$ cat src/rtl/mem_boot_arbiter.sv
// Unified memory port arbiter and BOOT/RUN sequencer for a multi-cycle MIPS32 core.
// The core always wins the memory in RUN; the loader only gets idle cycles there.
module mem_boot_arbiter #(
  parameter int unsigned WDT_CYCLES = 0
) (
  input  logic        clk,
  input  logic        nrst,
  input  logic        start,
  input  logic        halt,
  output logic        core_nrst,
  input  logic        core_mem_read,
  input  logic        core_mem_write,
  input  logic [31:0] core_addr,
  input  logic [31:0] core_wdata,
  output logic [31:0] core_rdata,
  input  logic        ld_req,
  input  logic        ld_we,
  input  logic [31:0] ld_addr,
  input  logic [31:0] ld_wdata,
  output logic        ld_gnt,
  output logic [31:0] ld_rdata,
  output logic        ld_rvalid,
  output logic        mem_re,
  output logic        mem_we,
  output logic [31:0] mem_addr,
  output logic [31:0] mem_wdata,
  input  logic [31:0] mem_rdata,
  output logic        running,
  output logic [31:0] run_cycles,
  output logic        wdt_expired
);
  localparam logic [0:0]  BOOT     = 1'b0;
  localparam logic [0:0]  RUN      = 1'b1;
  localparam logic        WDT_ON   = (WDT_CYCLES != 0);
  localparam logic [31:0] WDT_LAST = 32'(WDT_CYCLES - 1);

  logic [0:0] state;
  logic       core_busy;
  logic       ld_read;
  logic       wdt_fire;

  assign running    = (state == RUN);
  assign core_busy  = running & (core_mem_read | core_mem_write);
  assign core_rdata = mem_rdata;
  assign ld_gnt     = ld_req & ~core_busy;
  assign ld_read    = ld_gnt & ~ld_we;
  assign wdt_fire   = running & WDT_ON & (run_cycles == WDT_LAST);

  // With no access pending the loader inputs still drive the bus, strobes low.
  always_comb begin
    if (core_busy) begin
      mem_addr  = core_addr;
      mem_wdata = core_wdata;
      mem_we    = core_mem_write;
      mem_re    = core_mem_read & ~core_mem_write;
    end else begin
      mem_addr  = ld_addr;
      mem_wdata = ld_wdata;
      mem_we    = ld_req & ld_we;
      mem_re    = ld_req & ~ld_we;
    end
  end

  always_ff @(posedge clk or negedge nrst) begin
    if (!nrst) begin
      state       <= BOOT;
      core_nrst   <= 1'b0;
      run_cycles  <= '0;
      wdt_expired <= 1'b0;
      ld_rvalid   <= 1'b0;
      ld_rdata    <= '0;
    end else begin
      ld_rvalid <= ld_read;
      if (ld_read) ld_rdata <= mem_rdata;
      case (state)
        BOOT: begin
          if (start) begin
            state       <= RUN;
            run_cycles  <= '0;
            wdt_expired <= 1'b0;
            core_nrst   <= 1'b1;
          end
        end
        default: begin
          // The expiry edge still counts, so run_cycles reads back WDT_CYCLES.
          if (run_cycles != '1) run_cycles <= run_cycles + 32'd1;
          if (wdt_fire || halt) begin
            state     <= BOOT;
            core_nrst <= 1'b0;
          end
          if (wdt_fire) wdt_expired <= 1'b1;
        end
      endcase
    end
  end
endmodule

$ cat config.mk
export PLATFORM = sky130hd
export DESIGN_NAME = mem_boot_arbiter
export DESIGN_NICKNAME = d
export VERILOG_FILES = /design/src/rtl/mem_boot_arbiter.sv
export SDC_FILE = /design/constraint.sdc
export NUM_CORES = 1
export LEC_CHECK = 0
export CORE_AREA = 2 2 131 133
export DETAILED_ROUTE_END_ITERATION = 6
export DIE_AREA = 0 0 133 135
export HOLD_SLACK_MARGIN = 0.08
export PLACE_DENSITY_LB_ADDON = 0.15
export SLEW_MARGIN = 10
export SYNTH_ARGS = -nofsm -noshare
export SYNTH_HDL_FRONTEND = slang
export SYNTH_SLANG_ARGS = --single-unit
$ cat constraint.sdc
create_clock -name clk -period 5.5 [get_ports clk]
set_input_delay 0.55 -clock clk [delete_from_list [all_inputs] [get_ports clk]]
set_output_delay 0.55 -clock clk [all_outputs]
set_load 0.02 [all_outputs]
After elaboration in Yosys (flattened, before gate mapping)

Index checks and enable logic that the tools add are counted.

$mul: 0
Bitwise logic cells: 10
Divide/modulo/power cells: 0
$add $sub $neg: 1
Muxes and demuxes: 13
Reductions and logical operators: 3
Eq/ne operators: 3
Magnitude comparators: 0
Shift-type cells: 0

Operator list:

| operator                | count |
|---|---|
| $mux W32                | 5 |
| $add A32 B1 Y32 const B | 1 |
| $ne A32 B32 Y1 const B  | 1 |
| $mux W1                 | 8 |
| $and A1 B1 Y1           | 6 |
| $reduce_and A2 Y1       | 2 |
| $not A1 Y1              | 3 |
| $ne A2 B1 Y1 const B    | 1 |
| $ne A2 B2 Y1 const B    | 1 |
| $reduce_bool A2 Y1      | 1 |
| $or A1 B1 Y1            | 1 |

Memories: 0
Latch bits: 0
Memory bits (writable): 0
ROM bits: 0
Bits in registers: 67
Word-level logic and storage cells: 35

Logic depth before layout (Yosys ltp)

Depth in word-level cells: 5
Gate-level depth with buffers: 8
Depth with buffers taken out: 6

Worst setup path before layout

OpenSTA, ideal clock, no wires.

Path kind: input-to-output
Start: input port core_mem_read
End: output port mem_addr[10]
Data arrival time: 1.814 ns
Slack: 3.136 ns
Stages: 4
Path buffers: 2
Cells stage by stage: o21ai_0 clkbuf_1 clkbuf_1 mux2_2

Word-level cells in the longest chain between the ends: 3

RTL lines:

| element         | RTL line | text |
|---|---|---|
| start, declared | 11       | `input logic core_mem_read,` |
| $or A1 B1 Y1    | 43       | `assign core_busy = running & (core_mem_read \| core_mem_write);` |
| $and A1 B1 Y1   | 43       |  |
| $mux W32        | 51       | `if (core_busy) begin` |
| end, declared   | 25       | `output logic [31:0] mem_addr,` |

No other way between the ends.

Worst setup path after layout

Start: input port core_mem_read
End: output port mem_addr[9]

Same word-level chain as after synthesis.

==> results.txt <==
Period minus WS final - 3.724 ns
Ant. Diodes - 0
Largest net degree at the start of global routing - 68
Fmax - 268.5 MHz
Cell leakage power - 3.055 nW
IO Port Bufs - 333
Internal Pwr Total - 0.001442 W
Reg clk slew, reported paths - 0.06 ns
Total Wirelength - 18.20 mm
Hold_buf cts - 0
Logic gate share of total power - 42.6%
Initial antenna violation count - 1
Final setup vio count - 0
Synth warn - 0
# Post-CTS Setup Buffers - 0
Initial DRC count - 175
Gp weighted congestion - 0.8639
Psw - 0.0006822 W
Yosys cell types - 44
Vias per inst - 4.620
Worst Setup Slack, final - 1.776 ns
Most frequent cell after synthesis - mux2_2
CTS Root Cell - clkbuf_16
Sw Ratio - 32.12%
Routed wire length per instance - 20.16 um
WS Path Type - primary input to primary output
Power density cells - 274.2 mW/mm^2
Setup crit start kind - primary input
Post-synth EDFFs - 0
Yosys reg bits - 67
Clk Latency, worst-skew pair - 0.33 ns
Number of global-route vias before repair - 4319
Share of layout cells above drive strength 1 - 18.30%
Initial DRT Pass Iterations - 5
# rows - 47
Seq pwr share - 29.4%
Critical Path AT - 3.17 ns
Syn_area_per_cell - 10.85 um^2
GRT Total Usage - 19.46%
Synth-to-Final Area Change - 87.41%
Post-DP HPWL - 15.02 mm
Syn Std Cell Area - 0.004133 mm^2
Fillcell total - 1491
Worst Path Required - 4.95 ns
Core area - 0.01641 mm^2
Endpoint class of the critical path - primary output
Max clock buf depth - 2
Crit share post-route - 67.71%
R2R cell count - 6
Htree depth - 3
Top Ports - 335
Cells after synthesis - 381
Post-synth net total - 550
Skew final - 0.007923 ns
Share of the synthesized area in the top cell type - 40.57%
First-pass GRT wire length - 26.04 mm
Crit Path Max Fanout - 51
CTS buffer count - 9
Async set or reset register ratio after synthesis - 100.0%
Peak supply drop - 134.6 uV
Initial Util - 25.19%
RSZ-0062 raised after global routing - no
Post-synth top flop - dfrtp_1
CTS tree - done
Antenna Nets Post-Route - 0
Yosys top cell by area - dfrtp_1
Grt ovf - 0
CTS resizes - 0
Setup TNS - 0 ns
Total clock sinks - 67
Synth area leaders - dfrtp_1, mux2_2, buf_4
Clock Power Share - 28.0%
Hold Path Class - primary input to async pin
Max Transition Viols Final - 0
Vert. Die Dim - 135 um
Status - completed
Most frequent cells after synthesis - mux2_2, dfrtp_1, buf_4, nand2_1, nand4_1
DIE AREA - 0.01796 mm^2
Residual DRC count - 0
Worst-margin pin slew - 0.8968 ns
Maxcap violations - 0
Placement Setup Slack - 1.744 ns
Via count - 4172
Relative slew slack - 40.21%
Final hold vios - 0
Die W - 133 um
Post-synthesis sequential area ratio - 40.57%
Nets - 847
## registers in the layout, summed over array words and instances (netlist names)
name / count
core_nrst: 1
ld_rdata: 32
run_cycles: 32
ld_rvalid: 1
running: 1
## layer usage
| layer | routed length [um] | global-route usage [%] |
|---|---|---|
| met3 | 1515 | 5.556 |
| met5 | 13 | 0 |
| met2 | 9581 | 35.43 |
| met4 | 450 | 7.228 |
| met1 | 6640 | 21.58 |
## cell type report
class                      instances  area, um^2  share of cell area [%]
clock buffer                      15       277.8                   3.586
clock inverter                     1       30.03                  0.3877
inverter                           3       11.26                  0.1454
multi-input combinational        258        2101                   27.12
sequential                        67        1677                   21.65
tap                              220       275.3                   3.554
timing repair buffer             339        3373                   43.55
## cell families after synthesis
group	synth area share, %
AO/OA/AOI/OAI	8.387
XOR/XNOR	0.2120
adder cells (fa/ha/maj)	0.3027
buffers and inverters	8.870
flip-flops	40.57
multiplexers	28.82
other	0.09074
AND/OR/NAND/NOR	12.75
## critical path: stages
cell and delay, ns:
clkdlybuf4s50_1 0.48, o21ai_4 0.47, buf_4 0.61, mux2_2 0.40, clkdlybuf4s50_1 0.63
## metrics by stage
step                hold WS (ns)  total power [W]  cells  util [%]  cell area (um^2)
floorplan                 0.2544         0.001057    381         -              4133
global placement          0.4881         0.001541    887     45.33              7437
detailed placement        0.4915         0.001547    887     45.33              7437
CTS                       0.4707         0.002151    903     47.21              7745
global route              0.5000         0.002213    903     47.21              7745
finish                    0.4160         0.002124    903     47.21              7745
## worst paths after layout
path                               start        endpoint  slack, ns
max in group asynchronous           nrst         running       4.47
setup / recovery           core_mem_read     mem_addr[9]       1.78
hold / removal                      nrst  run_cycles[20]       0.42
hold reg to reg             ld_rdata[23]    ld_rdata[23]       0.50
setup reg to reg           run_cycles[0]  run_cycles[21]       3.24
min in group clk            ld_rdata[23]    ld_rdata[23]       0.50
## placed cells by master (no fill, tap or decap), types with 3 or more instances in the layout
master and n:
nand4_1 18, nand2_1 31, o31ai_1 5, clkbuf_16 9, a21oi_1 6, inv_1 3
buf_4 6, and4_1 3, clkbuf_1 3, clkbuf_8 3, dfrtp_1 67, mux2i_1 11
o211ai_1 5, nand3_1 13, clkdlybuf4s50_1 332, o21ai_0 15, mux2_2 96, nor2_1 12
nor3_1 5, o311ai_0 3, a31oi_1 5
## power groups by stage
stage | combinational [W] | sequential [W] | clock [W]
2_1_floorplan | 0.000331 | 0.000726 | 0
3_3_place_gp | 0.000912 | 0.000630 | 0
3_5_place_dp | 0.000914 | 0.000633 | 0
4_1_cts | 0.000918 | 0.000624 | 0.000609
5_1_grt | 0.000949 | 0.000636 | 0.000629
6_report | 0.000904 | 0.000624 | 0.000595
(Power assumes the default switching activity.)
